**src/rtl/uart_puente_fifo_if.sv**
```systemverilog
// UART bridge bus: receive side, transmit side and LED status.
// slave is the bridge, master is the uart core / board side.
interface uart_puente_fifo_if #(
   parameter int NBITS      = 8,
   parameter int LOG2_DEPTH = 4
);
   logic [NBITS-1:0]    rx_data;
   logic                rx_done_tick;
   logic                tx_done_tick;
   logic [NBITS-1:0]    tx_data;
   logic                tx_start;
   logic [LOG2_DEPTH:0] fifo_count;
   logic                overflow;
   logic [1:0]          state;

   modport master (
      output rx_data, rx_done_tick, tx_done_tick,
      input  tx_data, tx_start, fifo_count, overflow, state
   );

   modport slave (
      input  rx_data, rx_done_tick, tx_done_tick,
      output tx_data, tx_start, fifo_count, overflow, state
   );
endinterface

```
**src/rtl/uart_puente_fifo.sv**
```systemverilog
// UART echo bridge with receive FIFO and optional payload transform.
// Words are retransmitted in arrival order, one per tx handshake.
module uart_puente_fifo #(
   parameter int NBITS      = 8,
   parameter int LOG2_DEPTH = 4,
   parameter int MODE       = 0
) (
   input  logic              CLK_100MHZ,
   input  logic              reset,
   uart_puente_fifo_if.slave bus
);
   localparam int DEPTH = 1 << LOG2_DEPTH;
   localparam logic [LOG2_DEPTH:0] FULL_CNT = (LOG2_DEPTH+1)'(DEPTH);

   typedef enum logic [1:0] {
      IDLE  = 2'b00,
      START = 2'b01,
      WAIT  = 2'b10
   } state_t;

   logic [NBITS-1:0]      mem_q [DEPTH];
   logic [LOG2_DEPTH-1:0] wr_ptr_q, wr_ptr_d;
   logic [LOG2_DEPTH-1:0] rd_ptr_q, rd_ptr_d;
   logic [LOG2_DEPTH:0]   count_q, count_d;
   logic                  ovf_q;
   state_t                state_q;
   logic                  tx_start_q;
   logic [NBITS-1:0]      tx_data_q;

   logic full, empty, pop, push, drop;

   function automatic logic [NBITS-1:0] xform(input logic [NBITS-1:0] x);
      case (MODE)
         1:       return x + NBITS'(1);
         2:       return ~x;
         default: return x;
      endcase
   endfunction

   assign full  = (count_q == FULL_CNT);
   assign empty = (count_q == '0);
   // a pop frees a slot in the same cycle, so a full FIFO can still accept
   assign pop   = (state_q == IDLE) && !empty;
   assign push  = bus.rx_done_tick && (!full || pop);
   assign drop  = bus.rx_done_tick && full && !pop;

   // next pointer and occupancy values
   always_comb begin
      wr_ptr_d = wr_ptr_q;
      rd_ptr_d = rd_ptr_q;
      count_d  = count_q;
      if (push) wr_ptr_d = wr_ptr_q + 1'b1;
      if (pop)  rd_ptr_d = rd_ptr_q + 1'b1;
      if (push && !pop)      count_d = count_q + 1'b1;
      else if (pop && !push) count_d = count_q - 1'b1;
   end

   // storage array, contents need no reset
   always_ff @(posedge CLK_100MHZ) begin
      if (!reset && push) mem_q[wr_ptr_q] <= bus.rx_data;
   end

   // pointers, occupancy and sticky overflow
   always_ff @(posedge CLK_100MHZ) begin
      if (reset) begin
         wr_ptr_q <= '0;
         rd_ptr_q <= '0;
         count_q  <= '0;
         ovf_q    <= 1'b0;
      end else begin
         wr_ptr_q <= wr_ptr_d;
         rd_ptr_q <= rd_ptr_d;
         count_q  <= count_d;
         if (drop) ovf_q <= 1'b1;
      end
   end

   // transmit sequencer: pop in IDLE, pulse in START, hold until done
   always_ff @(posedge CLK_100MHZ) begin
      if (reset) begin
         state_q    <= IDLE;
         tx_start_q <= 1'b0;
         tx_data_q  <= '0;
      end else begin
         tx_start_q <= 1'b0;
         case (state_q)
            IDLE: begin
               if (!empty) begin
                  tx_data_q  <= xform(mem_q[rd_ptr_q]);
                  tx_start_q <= 1'b1;
                  state_q    <= START;
               end
            end
            START: state_q <= WAIT;
            WAIT:  if (bus.tx_done_tick) state_q <= IDLE;
            default: state_q <= IDLE;
         endcase
      end
   end

   assign bus.tx_data    = tx_data_q;
   assign bus.tx_start   = tx_start_q;
   assign bus.fifo_count = count_q;
   assign bus.overflow   = ovf_q;
   assign bus.state      = state_q;
endmodule
```
**src/flat_wrapper.sv**
```systemverilog
// flat-port wrapper written by rule: the top's interface ports become plain ports
module uart_puente_fifo_flat 
#(
   parameter int NBITS      = 8,
   parameter int LOG2_DEPTH = 4,
   parameter int MODE       = 0
)
  (CLK_100MHZ, reset, bus_rx_data, bus_rx_done_tick, bus_tx_done_tick, bus_tx_data, bus_tx_start, bus_fifo_count, bus_overflow, bus_state);
  uart_puente_fifo_if #(.NBITS(NBITS), .LOG2_DEPTH(LOG2_DEPTH)) bus_i ();
  input  logic CLK_100MHZ;
  input  logic reset;
  input wire logic [$bits(bus_i.rx_data)-1:0] bus_rx_data;
  input wire logic [$bits(bus_i.rx_done_tick)-1:0] bus_rx_done_tick;
  input wire logic [$bits(bus_i.tx_done_tick)-1:0] bus_tx_done_tick;
  output wire logic [$bits(bus_i.tx_data)-1:0] bus_tx_data;
  output wire logic [$bits(bus_i.tx_start)-1:0] bus_tx_start;
  output wire logic [$bits(bus_i.fifo_count)-1:0] bus_fifo_count;
  output wire logic [$bits(bus_i.overflow)-1:0] bus_overflow;
  output wire logic [$bits(bus_i.state)-1:0] bus_state;
  assign bus_i.rx_data = bus_rx_data;
  assign bus_i.rx_done_tick = bus_rx_done_tick;
  assign bus_i.tx_done_tick = bus_tx_done_tick;
  assign bus_tx_data = bus_i.tx_data;
  assign bus_tx_start = bus_i.tx_start;
  assign bus_fifo_count = bus_i.fifo_count;
  assign bus_overflow = bus_i.overflow;
  assign bus_state = bus_i.state;
  uart_puente_fifo #(.NBITS(NBITS), .LOG2_DEPTH(LOG2_DEPTH), .MODE(MODE)) u_core (.CLK_100MHZ(CLK_100MHZ), .reset(reset), .bus(bus_i));
endmodule
```
**config.mk**
```make
export PLATFORM = sky130hd
export DESIGN_NAME = uart_puente_fifo_flat
export DESIGN_NICKNAME = d
export VERILOG_FILES = /design/src/rtl/uart_puente_fifo_if.sv /design/src/rtl/uart_puente_fifo.sv /design/src/flat_wrapper.sv
export SDC_FILE = /design/constraint.sdc
export NUM_CORES = 1
export LEC_CHECK = 0
export ABC_AREA = 0
export BUFFER_PORTS_ARGS = -buffer_cell sky130_fd_sc_hd__buf_2
export CAP_MARGIN = 15
export CELL_PAD_IN_SITES_DETAIL_PLACEMENT = 1
export CELL_PAD_IN_SITES_GLOBAL_PLACEMENT = 1
export CORE_MARGIN = 10
export CORE_UTILIZATION = 45
export CTS_CLUSTER_DIAMETER = 30
export DETAILED_ROUTE_END_ITERATION = 10
export MAX_ROUTING_LAYER = met4
export PLACE_DENSITY_LB_ADDON = 0.12
export SLEW_MARGIN = 20
export SYNTH_ARGS = -nofsm -noshare
export SYNTH_HDL_FRONTEND = slang
export SYNTH_SLANG_ARGS = --single-unit
```
**constraint.sdc**
```tcl
create_clock -name CLK_100MHZ -period 3.1 [get_ports CLK_100MHZ]
set_clock_uncertainty 0.15 [all_clocks]
set_input_delay 0 -clock CLK_100MHZ [delete_from_list [all_inputs] [get_ports CLK_100MHZ]]
set_output_delay 0 -clock CLK_100MHZ [all_outputs]
set_load 0.005 [all_outputs]
```
==> results of run 1 <==
## cell usage after synthesis, drive strengths merged
| cell | n |
|---|---|
| nor4 | 8 |
| nand3b | 5 |
| buf | 14 |
| dfxtp | 25 |
| edfxtp | 128 |
| or4 | 1 |
| a21o | 2 |
| o21ai | 1 |
| fa | 1 |
| a21oi | 4 |
| nor2b | 1 |
| clkbuf | 9 |
| o21a | 2 |
| nand3 | 1 |
| or3 | 2 |
| xor2 | 6 |
| or3b | 4 |
| nor2 | 47 |
| o22ai | 32 |
| o31ai | 1 |
| nand2 | 4 |
| inv | 4 |
| and3 | 2 |
| a211oi | 8 |
| mux2i | 69 |
| mux2 | 1 |
| o211ai | 4 |
| xnor2 | 3 |
| ha | 9 |
## what timing repair did
action,in CTS,in global routing
setup endpoints to repair,0,1
resized for setup,0,1
hold buffers,13,0
hold endpoints to repair,145,0
## through the flow
| stage | power, mW | setup TNS, ns | setup slack [ns] | area (sq um) |
|---|---|---|---|---|
| 2_1_floorplan | 3.45 | -0.0389 | -0.0389 | 6200 |
| 3_5_place_dp | 3.80 | 0 | 0.0811 | 6560 |
| 3_3_place_gp | 3.74 | 0 | 0.149 | 6560 |
| 4_1_cts | 5.91 | 0 | 0.0639 | 7290 |
| 6_report | 5.85 | 0 | 0.111 | 7290 |
| 5_1_grt | 6.11 | 0 | 0.0162 | 7290 |
## metal layers
layer	global-route usage, %	vias to the layer above
met1	19.9	1731
met2	26.1	60
li1	-	1632
met4	6.32	0
met3	3.12	19
met5	-	-
## final cells by class
class | instances | area (sq um)
Fill cell | 1292 | 6060
Sequential cell | 153 | 4350
Multi-Input combinational cell | 218 | 1700
Clock buffer | 23 | 468
Timing Repair Buffer | 56 | 395
Tap cell | 176 | 220
Clock inverter | 9 | 124
Inverter | 4 | 25.0
## final timing paths
kind              slack (ns)                                     to                                  start  cells past startpoint
setup / recovery        0.11  u_core.bus.fifo_count[4]$_SDFFE_PP0P_  u_core.bus.fifo_count[1]$_SDFFE_PP0P_                     10
setup reg to reg        0.11  u_core.bus.fifo_count[4]$_SDFFE_PP0P_  u_core.bus.fifo_count[1]$_SDFFE_PP0P_                     10
hold / removal          0.38     u_core.bus.tx_data[6]$_SDFFE_PP0P_     u_core.bus.tx_data[6]$_SDFFE_PP0P_                      2
hold reg to reg         0.38     u_core.bus.tx_data[6]$_SDFFE_PP0P_     u_core.bus.tx_data[6]$_SDFFE_PP0P_                      2
## power groups by stage
stage	clock [mW]	combinational [mW]	sequential, mW
5_1_grt	2.20	1.41	2.50
3_5_place_dp	0	1.28	2.52
2_1_floorplan	0	0.985	2.47
4_1_cts	2.11	1.31	2.48
3_3_place_gp	0	1.23	2.51
6_report	2.07	1.29	2.48
## state kept, by name, summed over array words and instances, names as in the netlist
name	count
u_core.rd_ptr_q	4
u_core.mem_q	128
u_core.bus.overflow	1
u_core.wr_ptr_q	4
u_core.bus.tx_start	1
u_core.bus.state	2
u_core.bus.fifo_count	5
u_core.bus.tx_data	8
## worst max-delay path: stages (launching register included)
cell and delay [ns]:
dfxtp_2 0.35, or4_4 0.59, o21a_2 0.27, inv_8 0.07, ha_4 0.14, inv_4 0.05
fa_2 0.40, a21o_1 0.18, a21oi_2 0.13, mux2i_1 0.21, mux2_2 0.34
## cell usage in the layout (no fill, tap or decap), drive strengths merged, types with 2 or more instances in the layout
master / n
dfxtp: 25
nor2: 47
a21oi: 4
dlygate4sd3: 13
a21o: 2
xnor2: 3
clkbuf: 23
or3: 2
nand3b: 5
ha: 9
bufinv: 3
nand2: 4
o21a: 2
inv: 4
mux2i: 69
xor2: 6
a211oi: 8
and3: 2
or3b: 4
buf: 43
nor4: 8
clkinv: 6
edfxtp: 128
o211ai: 4
o22ai: 32
## kinds of logic (layout without fill, tap and decap cells)
family / count (synthesis) / after routing / share of synthesized area (%)
AO/OA/AOI/OAI: 54 / 54 / 6.47
flip-flops: 153 / 153 / 70.4
buffers and inverters: 27 / 92 / 2.33
adder cells (fa/ha/maj): 10 / 10 / 2.15
AND/OR/NAND/NOR: 75 / 75 / 5.86
XOR/XNOR: 9 / 9 / 1.40
multiplexers: 70 / 70 / 11.4
==> results.yml, run 1 <==
worst_setup_path:
  path_max_fanout: 7
  worst_setup_path_end_kind: "flip-flop"
  worstPathRequired_ns: 3.26
  crit_arrival_ns: 3.15
  start_kind: "flip-flop"
  critPathKind: "reg -> reg"
power:
  ir_worst_vdd_uv: 504
  p_leak_nw: 2.42
  power.switching_mw: 1.64
  powerDensity_nw_per_um2: 802
  intPower_mw: 4.21
  seq_power_share_pct: 42.4
  pwr-share-comb_pct: 22.1
  switching_share_pct: 28.0
  pwr-share-clk_pct: 35.5
detailed_routing:
  route.detailed.drc: 0
  wl_met1_mm: 6.29
  wl_met3_um: 361
  drt-vias-per-instance: 5.39
  ant_nets: 0
  wl_per_cell_um: 22.2
  met2_wirelength_mm: 7.26
  routed_wl_mm: 14.2
  drtIter0Drc: 182
  highest_layer: "met4"
  vias: 3442
  dr.pass1.iters: 6
synthesis:
  ys_seq_elements: 153
  syn-cell-area_sq_um: 6170
  synth.avg_cell_area_sq_um: 15.5
  synthTopCellsByArea: "edfxtp_1 62%, mux2i_1 11%, dfxtp_1 8.1%"
  syn_inst: 398
  synth_cell_types: 36
  synth_seq_area_share_pct: 70.4
  synth_top_area_share_pct: 62.3
  yosysWarningCount: 0
  synth_nets: 420
  synth_top_area_cell: "edfxtp_1"
clock_tree:
  clk_latency_ns: 0.42
  cts_num_sinks: 153
  path_clk_slew_ns: 0.06
  root_buffer: "clkbuf_16"
  numCtsBuffers: 17
  cts_tree: "done"
  cts_setup_buffers: 0
  htreeDepth: 4
  clockBufferDepth: 2
sta:
  drv_slew: 0
  post-route-period-util_pct: 96.4
  finalHoldViolations: 0
  period_needed_ns: 2.99
  fmax_mhz: 335
  rsz0062_at_grt: "false"
  whs_ns: 0.384
  relSlewSlack_pct: 45.1
  worst_slew_pin_slew_ns: 0.820
  setup_viol_count_final: 0
layout:
  area_growth_pct: 18.1
  drive_gt1_share_pct: 20.7
  layout.nets: 472
  n_antenna_cell: 0
  stdcell_count: 639
  final_util_pct: 54.6
global_routing:
  grt.overflow.total: 0
  grt_pass1_wl_mm: 21.9
  grt_pass1_vias: 3694
  grt_start_max_net_pins: 32
  grt_usage_pct: 16.3
  antenna_found_initial: 0
place:
  dp_hpwl_mm: 9.45
  port_buffers: 28
  dp_cells: 594
  gp_congestion: 0.757
outcome:
  outcome: "completed"
die:
  rows: 42
  die_h_um: 137
  fp.dieW_um: 137
  ios: 29
  core_sq_um: 13300
  design.die.area_sq_um: 18800
  start_util_pct: 46.2
min_path:
  min_path_type: "reg -> reg"
job:
  drv_cap: 0
Note: power is estimated with default switching activity, not from simulation.
==> run 2, diff against run 1 <==
--- a/config.mk
+++ b/config.mk
@@ -16,6 +16,7 @@
 export DETAILED_ROUTE_END_ITERATION = 10
 export MAX_ROUTING_LAYER = met4
 export PLACE_DENSITY_LB_ADDON = 0.12
+export REMOVE_ABC_BUFFERS = 1
 export SLEW_MARGIN = 20
 export SYNTH_ARGS = -nofsm -noshare
 export SYNTH_HDL_FRONTEND = slang
==> run 2 against run 1 <==
  * Non-clock buffer count shrank 2
  * First-iteration DRC count rose by 37%
  * Routed wire length shrank 0.60%
  * Total power is 0.40% lower
  * Clock power up 2%
  * Worst setup slack better by 0.044 ns
  * Critical path depth unchanged
  * Sequential share of layout area rose by 0.22 points
  * Utilization fell by 0.26 points
  * Die area unchanged
  * Cell count down 0.31%
  * Sequential cell count is the same
  * Critical path type unchanged
==> results.yml, run 2 (synthesized netlist as in run 1, its figures left out) <==
sta:
  worst_slew_pin_slew_ns: 0.839
  fmax_mhz: 340
  whs_ns: 0.0158
  finalHoldViolations: 0
  drv_slew: 0
  setup_viol_count_final: 0
  rsz0062_at_grt: "false"
  tns_ns: 0
  period_needed_ns: 2.94
  relSlewSlack_pct: 43.9
  post-route-period-util_pct: 95.0
power:
  p_leak_nw: 2.39
  powerDensity_nw_per_um2: 803
  ir_worst_vdd_uv: 426
layout:
  fillCellCount: 1281
  regMostFlops: "u_core.mem_q"
  drive_gt1_share_pct: 19.7
  largest_reg_flops: 128
  layout_commonest_cell: "edfxtp_1"
  area_growth_pct: 17.5
  layout.nets: 470
  layout_common_cells: "128 x edfxtp_1, 69 x mux2i_1, 47 x nor2_1"
  n_antenna_cell: 0
global_routing:
  antenna_found_initial: 0
  grt_pass1_wl_mm: 21.9
  grt.overflow.total: 0
  grt_usage_pct: 16.5
  grt_start_max_net_pins: 31
  grt_pass1_vias: 3742
clock_tree:
  root_buffer: "clkbuf_16"
  cts_tree: "done"
  htreeDepth: 4
  path_clk_slew_ns: 0.06
  clk_latency_ns: 0.42
  clockBufferDepth: 2
  numCtsBuffers: 17
  cts_num_sinks: 153
detailed_routing:
  wl_per_cell_um: 22.1
  route.detailed.drc: 0
  ant_nets: 0
  drt-vias-per-instance: 5.43
  vias: 3457
  drtIter0Drc: 250
  routed_wl_mm: 14.1
  dr.pass1.iters: 4
place:
  dp_hpwl_mm: 9.29
  port_buffers: 28
  gp_congestion: 0.810
die:
  rows: 42
  die_h_um: 137
  fp.dieW_um: 137
  design.die.area_sq_um: 18800
  core_sq_um: 13300
  start_util_pct: 46.2
  ios: 29
worst_setup_path:
  worstPathRequired_ns: 3.25
  critPathKind: "reg -> reg"
  path_max_fanout: 6
  crit_arrival_ns: 3.10
  worst_setup_path_end_kind: "flip-flop"
  start_kind: "flip-flop"
min_path:
  min_path_type: "in -> reg"
job:
  drv_cap: 0
outcome:
  outcome: "completed"
-- run 2: changes by cell type in the layout (fill, tap and decap cells not counted), moves of 2 or more --
cell,change
clkbuf_8,-2
clkinv_1,+3
clkinv_2,-4
dlygate4sd3_1,-3
dfxtp_1,+2
clkbuf_1,-2
clkinvlp_4,+4
-- run 2: final cells by class --
type | instances | area [sq um] | share of cell area, %
sequential | 153 | 4350 | 60.0
multi-input combinational | 218 | 1690 | 23.3
clock buffer | 19 | 433 | 5.97
timing repair buffer | 54 | 373 | 5.14
tap | 176 | 220 | 3.04
clock inverter | 13 | 175 | 2.42
inverter | 4 | 15.0 | 0.207
-- run 2: layer usage --
layer / vias to the layer above / GRT usage (%) / wire (um)
li1: 1627 / - / -
met1: 1768 / 20.8 / 6520
met2: 52 / 25.7 / 6930
met3: 10 / 3.30 / 422
met4: 0 / 6.32 / 199
met5: - / - / 0
-- run 2: critical path, cell delays in order (launching register included) --
cell and delay (ns):
dfxtp_1 0.31, or4_4 0.54, buf_4 0.17, o21a_1 0.20, ha_1 0.21, inv_2 0.10
ha_1 0.27, a21o_1 0.18, a21oi_2 0.16, mux2i_1 0.21, mux2_2 0.34
-- run 2: stage by stage --
stage / utilization (%) / setup slack [ns] / power [mW] / cells / instance area (sq um)
3_3_place_gp: 49.0 / 0.0884 / 3.70 / 595 / 6540
5_1_grt: 54.3 / 0.0132 / 6.11 / 637 / 7250
4_1_cts: 54.3 / 0.0213 / 5.89 / 637 / 7250
2_1_floorplan: - / -0.373 / 3.28 / 375 / 6040
3_5_place_dp: 49.0 / 0.0360 / 3.74 / 595 / 6540
6_report: 54.3 / 0.155 / 5.82 / 637 / 7250
-- run 2: what timing repair did --
action | 4_1_cts | 5_1_grt
endpoints found under the setup margin | 0 | 1
hold endpoints to repair | 132 | 0
setup buffers | 0 | 0
hold buffers | 10 | 0
resized for setup | 0 | 3
-- run 2: path summary, 6_finish.rpt --
path | startpoint | endpoint | slack (ns) | depth (start not counted)
worst max-delay path | u_core.bus.fifo_count[0]$_SDFFE_PP0P_ | u_core.bus.fifo_count[4]$_SDFFE_PP0P_ | 0.16 | 10
worst min register to register | u_core.bus.overflow$_SDFFE_PP0P_ | u_core.bus.overflow$_SDFFE_PP0P_ | 0.34 | 2
worst max register to register | u_core.bus.fifo_count[0]$_SDFFE_PP0P_ | u_core.bus.fifo_count[4]$_SDFFE_PP0P_ | 0.16 | 10
worst min-delay path | reset | u_core.bus.fifo_count[0]$_SDFFE_PP0P_ | 0.02 | 3
-- run 2: where the power goes --
| part | internal, mW | total [mW] | leakage [nW] | switching, mW |
|---|---|---|---|---|
| Combinational | 0.537 | 1.25 | 0.743 | 0.709 |
| Sequential | 2.35 | 2.45 | 1.36 | 0.107 |
| Clock | 1.34 | 2.12 | 0.282 | 0.785 |
